[src/rtl/ysyx_23060184_axi_arbiter.sv]
// rtl/ysyx_23060184_axi_arbiter.sv - IFU/LSU arbiter onto one AXI4 master port with watchdog
module ysyx_23060184_axi_arbiter #(
    parameter int DATA_WIDTH = 32,
    parameter int ID_WIDTH   = 4,
    parameter int TIMEOUT    = 255
) (
    input  logic                      clk,
    input  logic                      resetn,
    // IFU
    input  logic                      i_req,
    input  logic [DATA_WIDTH-1:0]     i_araddr,
    input  logic                      i_arvalid,
    input  logic [2:0]                i_arsize,
    input  logic [7:0]                i_arlen,
    input  logic [1:0]                i_arburst,
    output logic                      i_arready,
    output logic [DATA_WIDTH-1:0]     i_rdata,
    output logic [1:0]                i_rresp,
    output logic                      i_rvalid,
    output logic                      i_rlast,
    input  logic                      i_rready,
    output logic                      i_grant,
    // LSU
    input  logic                      d_req,
    input  logic                      d_wen,
    input  logic [DATA_WIDTH-1:0]     d_araddr,
    input  logic                      d_arvalid,
    input  logic [2:0]                d_arsize,
    input  logic [7:0]                d_arlen,
    input  logic [1:0]                d_arburst,
    output logic                      d_arready,
    output logic [DATA_WIDTH-1:0]     d_rdata,
    output logic [1:0]                d_rresp,
    output logic                      d_rvalid,
    output logic                      d_rlast,
    input  logic                      d_rready,
    input  logic [DATA_WIDTH-1:0]     d_awaddr,
    input  logic                      d_awvalid,
    input  logic [2:0]                d_awsize,
    output logic                      d_awready,
    input  logic [DATA_WIDTH-1:0]     d_wdata,
    input  logic [DATA_WIDTH/8-1:0]   d_wstrb,
    input  logic                      d_wvalid,
    input  logic                      d_wlast,
    output logic                      d_wready,
    output logic [1:0]                d_bresp,
    output logic                      d_bvalid,
    input  logic                      d_bready,
    output logic                      d_grant,
    // shared master port
    output logic [DATA_WIDTH-1:0]     m_araddr,
    output logic                      m_arvalid,
    output logic [2:0]                m_arsize,
    output logic [7:0]                m_arlen,
    output logic [1:0]                m_arburst,
    output logic [ID_WIDTH-1:0]       m_arid,
    input  logic                      m_arready,
    input  logic [DATA_WIDTH-1:0]     m_rdata,
    input  logic [1:0]                m_rresp,
    input  logic                      m_rvalid,
    input  logic                      m_rlast,
    input  logic [ID_WIDTH-1:0]       m_rid,
    output logic                      m_rready,
    output logic [DATA_WIDTH-1:0]     m_awaddr,
    output logic                      m_awvalid,
    output logic [2:0]                m_awsize,
    output logic [ID_WIDTH-1:0]       m_awid,
    input  logic                      m_awready,
    output logic [DATA_WIDTH-1:0]     m_wdata,
    output logic [DATA_WIDTH/8-1:0]   m_wstrb,
    output logic                      m_wvalid,
    output logic                      m_wlast,
    input  logic                      m_wready,
    input  logic [1:0]                m_bresp,
    input  logic                      m_bvalid,
    input  logic [ID_WIDTH-1:0]       m_bid,
    output logic                      m_bready,
    output logic                      timeout
);
    typedef enum logic [1:0] {ST_IDLE, ST_GNT_I, ST_GNT_D, ST_ERR} state_t;

    localparam logic [7:0] LP_CNT_LAST = 8'(TIMEOUT - 1);

    state_t     r_state;
    logic       r_i_grant, r_d_grant;
    logic       r_owner;        // 0 = IFU, 1 = LSU
    logic       r_wen;
    logic       r_last_owner;
    logic [7:0] r_cnt;
    logic       r_timeout;

    logic w_rd_done, w_wr_done, w_done, w_pick_i, w_err_ack, w_unused;

    assign w_unused  = ^{m_rid, m_bid};
    assign w_rd_done = m_rvalid & m_rready & m_rlast;
    assign w_wr_done = m_bvalid & m_bready;
    assign w_done    = r_wen ? w_wr_done : w_rd_done;
    assign w_pick_i  = i_req & (~d_req | r_last_owner);
    assign w_err_ack = r_owner ? (r_wen ? d_bready : d_rready) : i_rready;

    assign i_grant = r_i_grant;
    assign d_grant = r_d_grant;
    assign timeout = r_timeout;

    always_ff @(posedge clk or negedge resetn) begin
        if (!resetn) begin
            r_state      <= ST_IDLE;
            r_i_grant    <= 1'b0;
            r_d_grant    <= 1'b0;
            r_owner      <= 1'b1;
            r_wen        <= 1'b0;
            r_last_owner <= 1'b1;
            r_cnt        <= 8'd0;
            r_timeout    <= 1'b0;
        end else begin
            case (r_state)
                ST_IDLE: begin
                    r_cnt <= 8'd0;
                    if (w_pick_i) begin
                        r_state   <= ST_GNT_I;
                        r_i_grant <= 1'b1;
                        r_owner   <= 1'b0;
                        r_wen     <= 1'b0;
                    end else if (d_req) begin
                        r_state   <= ST_GNT_D;
                        r_d_grant <= 1'b1;
                        r_owner   <= 1'b1;
                        r_wen     <= d_wen;
                    end
                end
                ST_GNT_I, ST_GNT_D: begin
                    // completion is tested first so it beats a same-cycle watchdog expiry
                    if (w_done) begin
                        r_state      <= ST_IDLE;
                        r_i_grant    <= 1'b0;
                        r_d_grant    <= 1'b0;
                        r_last_owner <= r_owner;
                    end else if (r_cnt == LP_CNT_LAST) begin
                        r_state   <= ST_ERR;
                        r_i_grant <= 1'b0;
                        r_d_grant <= 1'b0;
                        r_timeout <= 1'b1;
                    end else begin
                        r_cnt <= r_cnt + 8'd1;
                    end
                end
                ST_ERR: begin
                    if (w_err_ack) begin
                        r_state      <= ST_IDLE;
                        r_last_owner <= r_owner;
                    end
                end
                default: r_state <= ST_IDLE;
            endcase
        end
    end

    always_comb begin
        m_araddr  = '0;  m_arvalid = 1'b0; m_arsize = '0; m_arlen = '0; m_arburst = '0;
        m_arid    = '0;
        m_awaddr  = '0;  m_awvalid = 1'b0; m_awsize = '0; m_awid = ID_WIDTH'(1);
        m_wdata   = '0;  m_wstrb   = '0;   m_wvalid = 1'b0; m_wlast = 1'b0;
        m_rready  = 1'b0; m_bready = 1'b0;
        i_arready = 1'b0; i_rdata = '0; i_rresp = 2'b00; i_rvalid = 1'b0; i_rlast = 1'b0;
        d_arready = 1'b0; d_rdata = '0; d_rresp = 2'b00; d_rvalid = 1'b0; d_rlast = 1'b0;
        d_awready = 1'b0; d_wready = 1'b0; d_bresp = 2'b00; d_bvalid = 1'b0;
        case (r_state)
            ST_GNT_I: begin
                m_araddr = i_araddr; m_arvalid = i_arvalid; m_arsize = i_arsize;
                m_arlen  = i_arlen;  m_arburst = i_arburst; i_arready = m_arready;
                i_rdata  = m_rdata;  i_rresp   = m_rresp;   i_rvalid  = m_rvalid;
                i_rlast  = m_rlast;  m_rready  = i_rready;
            end
            ST_GNT_D: begin
                if (r_wen) begin
                    m_awaddr = d_awaddr; m_awvalid = d_awvalid; m_awsize = d_awsize;
                    d_awready = m_awready;
                    m_wdata  = d_wdata;  m_wstrb = d_wstrb; m_wvalid = d_wvalid;
                    m_wlast  = d_wlast;  d_wready = m_wready;
                    d_bresp  = m_bresp;  d_bvalid = m_bvalid; m_bready = d_bready;
                end else begin
                    m_araddr = d_araddr; m_arvalid = d_arvalid; m_arsize = d_arsize;
                    m_arlen  = d_arlen;  m_arburst = d_arburst; d_arready = m_arready;
                    m_arid   = ID_WIDTH'(1);
                    d_rdata  = m_rdata;  d_rresp = m_rresp; d_rvalid = m_rvalid;
                    d_rlast  = m_rlast;  m_rready = d_rready;
                end
            end
            ST_ERR: begin
                // slave is ignored; drain anything it still returns
                m_rready = 1'b1;
                m_bready = 1'b1;
                if (!r_owner) begin
                    i_rvalid = 1'b1; i_rresp = 2'b10; i_rlast = 1'b1;
                end else if (r_wen) begin
                    d_bvalid = 1'b1; d_bresp = 2'b10;
                end else begin
                    d_rvalid = 1'b1; d_rresp = 2'b10; d_rlast = 1'b1;
                end
            end
            default: begin
                m_rready = 1'b1;
                m_bready = 1'b1;
            end
        endcase
    end
endmodule

[config.mk]
export PLATFORM = sky130hd
export DESIGN_NAME = ysyx_23060184_axi_arbiter
export DESIGN_NICKNAME = d
export VERILOG_FILES = /design/src/rtl/ysyx_23060184_axi_arbiter.sv
export SDC_FILE = /design/constraint.sdc
export NUM_CORES = 1
export LEC_CHECK = 0
export CAP_MARGIN = 25
export CORE_AREA = 2 2 169 171
export CTS_BUF_LIST = sky130_fd_sc_hd__clkbuf_8
export DETAILED_ROUTE_END_ITERATION = 10
export DIE_AREA = 0 0 171 173
export MAX_ROUTING_LAYER = met4
export PLACE_DENSITY_LB_ADDON = 0.3
export SETUP_SLACK_MARGIN = 0.3
export SKIP_LAST_GASP = 1
export SYNTH_ARGS = -nofsm -noshare
export SYNTH_HDL_FRONTEND = slang
export SYNTH_SLANG_ARGS = --single-unit
[constraint.sdc]
create_clock -name clk -period 5.3 [get_ports clk]
set_input_delay 0.795 -clock clk [delete_from_list [all_inputs] [get_ports clk]]
set_output_delay 0.795 -clock clk [all_outputs]
set_load 0.02 [all_outputs]
### Word-level counts from Yosys, hierarchy flattened

Index checks and enable logic that the tools add are counted.

* register bits after elaboration: 16
* latch bits: 0
* RAM bits: 0
* ROM bits: 0
* bits of input ports: 224
* output and inout bits: 212
* word-level logic and storage cells: 129
* memories: 0

* $add $sub $neg: 1
* $mul: 0
* divide/modulo/power cells: 0
* $lt $le $gt $ge: 0
* equal/unequal tests: 13
* shift operators: 0
* multiplexer cells: 88
* bitwise logic cells: 7
* reduce and logical (&&, ||, !) cells: 12

Operators by type and width (count)
* $mux 32: 8
* $pmux 32 s2: 1
* $mux 1: 39
* $pmux 8 s2: 2
* $mux 2: 13
* $mux 8: 3
* $pmux 1 s2: 11
* $pmux 2 s2: 4
* $reduce_and 3->1: 5
* $ne 2x2->1 const B: 7
* $mux 3: 3
* $add 8x1->8 const B: 1
* $eq 8x8->1 const B: 1
* $mux 4: 2
* $ne 3x3->1 const B: 2
* $pmux 2 s3: 1
* $pmux 3 s2: 1
* $reduce_bool 2->1: 3
* $and 1x1->1: 4
* $eq 2x2->1 const B: 2
* $reduce_and 4->1: 1
* $eq 2x1->1 const B: 1
* $logic_not 2->1: 1
* $not 1->1: 2
* 3 further kinds: 3

### Logic depth before layout (Yosys ltp)

* word-level depth: 7
* depth in mapped cells: 7
* gate-level depth less buffers: 7

### Least setup slack after synthesis

OpenSTA, ideal clock, no wires.

* path kind: register to output
* start: register r_state[0]
* end: output port m_araddr[0]
* data arrival time: 1.766 ns
* data required time: 4.505 ns
* path slack: 2.739 ns
* stages on the path, launching flop included: 8
* buffers on the path: 2
* cell sequence: dfrtp_1 inv_1 ha_1 and2b_1 clkbuf_1 clkbuf_1 a22oi_1 nor2_1

* longest elaborated chain between the ends: 2
* elaborated cells on any way between the ends: 3
* classes of those cells: 2 x eq/ne; 1 x mux

RTL lines
* start: declaration: line 84 `state_t r_state;`
* start signal: assignment: line 107 `r_state <= ST_IDLE;`
* start signal: assignment: line 120 `r_state <= ST_GNT_I;`
* start signal: assignment: line 125 `r_state <= ST_GNT_D;`
* $eq 2x2->1 / $eq 2x1->1 (equally long branches): line 167 `case (r_state)`
* $pmux 32 s2 (*): line 167
* end: declaration: line 51 `output logic [DATA_WIDTH-1:0] m_araddr,`

Mark *: on every way between the ends. The rest lies on a longest branch, timed or not.

### Worst setup path in the final report

* start: register r_state[0]
* end: output port m_arlen[7]

* longest elaborated chain between the ends: 2
* elaborated cells on any way between the ends: 3
* classes of those cells: 2 x eq/ne; 1 x mux

RTL lines
* $eq 2x2->1 / $eq 2x1->1 (equally long branches): line 167
* $pmux 8 s2 (*): line 167
* end: declaration: line 54 `output logic [7:0] m_arlen,`

Marks and branches as above.

==> run summary <==
The run finished with clean final reports. The worst register-to-register path has a depth of 8. The logs give 0 for the count of synthesis-stage warnings from yosys and 4 for the first-pass iteration count of the detailed router.

The clock period minus final worst setup slack was 3.646 ns. The worst setup path is launched from a flip-flop. The aggregate global-route resource usage was 0.1185. Start point of the critical path: r_state[0]$_DFFE_PN0P_. The instance count after placement with tap cells included is 1,184, and the share of the synthesized area in the top cell type is 0.1716.

The die is 173 µm tall. From synthesis to final layout, the design area changed by 163.6%. The end point of the critical path is m_arlen[7]. Across the run, the number of max-cap violations was 0. The tools report the clock latency of the later-clocked register in the worst-skew pair as 0.25 ns.

Global routing finished with a remaining overflow of 0. Number of H-tree branching levels: 1. The run gives 0.1436 as the part of the Yosys area used for sequential elements. Number of antenna violations at the first check in global routing: 0. Yosys mapped a number of flops with a built-in enable equal to 0. Signal arrival time at the worst endpoint: 2.85 ns.

Width of the die: 171 µm. Between clock sinks in the finished design, the worst skew comes to 0.003644 ns. The repair_antennas step left the layout with diodes totalling 0. The total power divided by cell area was 385.9 nW/µm²; the highest clock rate was 0.2743 GHz.

The top fanout value on the critical path is 49, and the number of buffers inserted by port buffering is 420. The worst slack after detailed placement came out at 1.852 ns. Met1 track demand over resource: 0.1257. For the pin with the worst max-slew slack, the measured transition is 0.9395 ns. After synthesis the cells add up to 2806 µm². In the synthesized netlist, the number of instances is 428.

The commonest cells after synthesis are and3_1 (77), and2_1 (70), nor2_1 (53). The tools report the max-slew violation total from the final report as 0. For the number of global-route vias before repair, the log shows 4,529. The average cell area after synthesis works out to 6.557 µm². In the post-synthesis netlist, the cell with the most instances is and3_1. Setup repair after global routing left no endpoint under its margin. The biggest area consumer among synthesized cells is and3_1. Using the TritonRoute via totals, the vias-per-cell ratio works out to 3.820. The most frequently used flop master after synthesis was dfrtp_1. The final core utilization came out at 0.2678. After clock tree synthesis, the clock-pin slew on the worst setup and hold paths is 0.07 ns. The count of cells in the finished layout, fillers not included, comes to 1,188.

The run gives 0.7365 as the placer congestion estimate. The clock net in this run drives a total of 16 sinks. In this run, post-CTS repair resized a total of 0 instances. The area of the multi-input gates was 2166 µm². The layer flagged by global routing as most heavily used is met2. The run gives 145 as the initial detailed-routing violation count. The tools report the met2 layer usage reported by global route as 0.2297. After detailed routing, the number of remaining DRC violations is 0. The logs give 3 for the number of buffers added by the clock tree synthesis step and 404.1 µm² for the combined flip-flop and latch cell area. Summed over all failing endpoints, the final setup total negative slack is 0 ns. The floorplan step defined a die boundary enclosing 29,580 µm². The number of fill cells was 3,025; the number of endpoints with negative hold slack in the final report was 0.

No sink is reached through more buffers than the 2 on the longest clock path. Once the clock tree was built, the setup fixing pass inserted 0 buffers. The tools report the worst slew slack as a fraction of its limit as 0.3689. Yosys mapped the design onto 43 distinct sky130hd cell types.

The run gives 4,538 as the total vias in the final route. The leakage power was 2.958 nW; the detailed placement HPWL was 15.28 mm. The worst setup margin was 1.654 ns. The routed design has 18.62 mm of wire. After detailed routing, the average wire length per cell comes to 15.67 µm. After synthesis the netlist holds a flip-flop and latch count of 16. The endpoint identified for the worst register-to-register timing path is r_cnt[4]$_DFFE_PN0P_. The effective utilization at floorplan was 0.1016. The clock tree root buffer cell was clkbuf_8. The source of the worst register-to-register timing path was r_state[1]$_DFFE_PN0P_. For the count of endpoints failing setup in the final report, the log shows 0. The run gives 0.02243 as the met3 capacity usage during global routing. The tools report the number of buffers added to fix hold violations after cts as 0. The portion of the clock cycle consumed by the worst path in the final layout was 0.6879; the count of pins on the block boundary was 436.

The first global-routing pass estimated 26.79 mm of wire. TritonCTS built the clock tree. The core region is 27,630 µm².

The tools report the maximum number of pins on one net before global-route repair as 89. By area the synthesized netlist is led by and3_1 (17%), and2_1 (16%), dfrtp_1 (12%). Fraction of synthesis flops using an asynchronous set or reset pin: 1.000.

At the end of the flow, the number of nets in the layout was 1,043. The worst setup path category was flip-flop to primary output. The design draws 2.855 mW. STA puts the critical path data required time at 4.51 ns. STA classifies the critical path endpoint as a primary output.

The run gives 2.04 ns as the setup slack on the worst flop-to-flop path. The fraction of final layout cells with drive strength greater than 1 is 0.02469. Across the VDD grid, the largest voltage drop is 0.2996 mV. Once detail routing completed, the nets flagged for antenna violations numbered 0. The placement row count was 61. Class of the tightest hold or removal check: flip-flop to flip-flop.
[cell usage in the layout (no fill, tap or decap), types with 4 or more instances in the layout]
cell type	instances
clkdlybuf4s50_1	420
and3_1	77
and2_1	70
nor2_1	53
a22oi_1	46
nand2_1	28
dfrtp_1	13
o21ai_0	9
inv_1	8
a21oi_1	7
nand3_1	7
conb_1	7
ha_1	6
nor3_1	4
clkbuf_8	4
[power breakdown]
part           switching (mW)  internal [mW]  leakage, nW
clock                  0.0445         0.0659       0.0288
combinational            1.44           1.10         2.73
sequential             0.0390          0.165        0.200
total                    1.52           1.34         2.96
[final cells by class]
class | count | area share
inverters | 9 | 0.004566
clock buffers | 4 | 0.007441
flip-flops and latches | 16 | 0.05463
multi-input cells | 356 | 0.2927
repair buffers | 425 | 0.5767
well taps | 378 | 0.06393
[state kept, by name (all words and copies together) (netlist names)]
name	count
r_state	2
d_grant	1
r_last_owner	1
r_owner	1
timeout	1
i_grant	1
r_cnt	8
r_wen	1
[critical path, stage by stage, from the launching register on]
cell and delay, ns:
dfrtp_1 0.42, inv_1 0.14, ha_2 0.19, and2b_2 0.61, buf_12 0.30, a22oi_1 0.11
nor2_1 0.16, clkdlybuf4s50_1 0.65
[worst min path at each step]
stage | startpoint | endpoint | slack (ns) | depth (start not counted)
5_1_grt | timeout$_DFFE_PN0P_ | timeout$_DFFE_PN0P_ | 0.52 | 1
3_5_place_dp | timeout$_DFFE_PN0P_ | timeout$_DFFE_PN0P_ | 0.48 | 1
6_report | timeout$_DFFE_PN0P_ | timeout$_DFFE_PN0P_ | 0.49 | 1
2_1_floorplan | r_cnt[7]$_DFFE_PN0P_ | r_cnt[7]$_DFFE_PN0P_ | 0.49 | 2
4_1_cts | timeout$_DFFE_PN0P_ | timeout$_DFFE_PN0P_ | 0.51 | 1
3_3_place_gp | timeout$_DFFE_PN0P_ | timeout$_DFFE_PN0P_ | 0.48 | 1
[logic make-up after synthesis]
logic type	after synthesis	share of synthesized area
AO/OA/AOI/OAI	85	0.2202
multiplexers	4	0.01471
flip-flops	16	0.1436
other	2	0.002676
buffers and inverters	61	0.09362
AND/OR/NAND/NOR	252	0.4895
adder cells (fa/ha/maj)	8	0.03567
[metrics by stage]
stage                     cell area, µm²  hold WS (ns)
after floorplan                     2825        0.4860
after global placement              7343        0.4846
after detailed placement            7343        0.4834
after CTS                           7398        0.5118
after global routing                7398        0.5192
final                               7398        0.4907
[per-layer routing]
layer	wire, µm	vias up	share of wire
met2	9725	264	0.52
met4	152	0	0.0082
met3	1703	6	0.091
met5	0	-	0
met1	7038	2011	0.38
li1	-	2257	-
(Power assumes the default switching activity.)
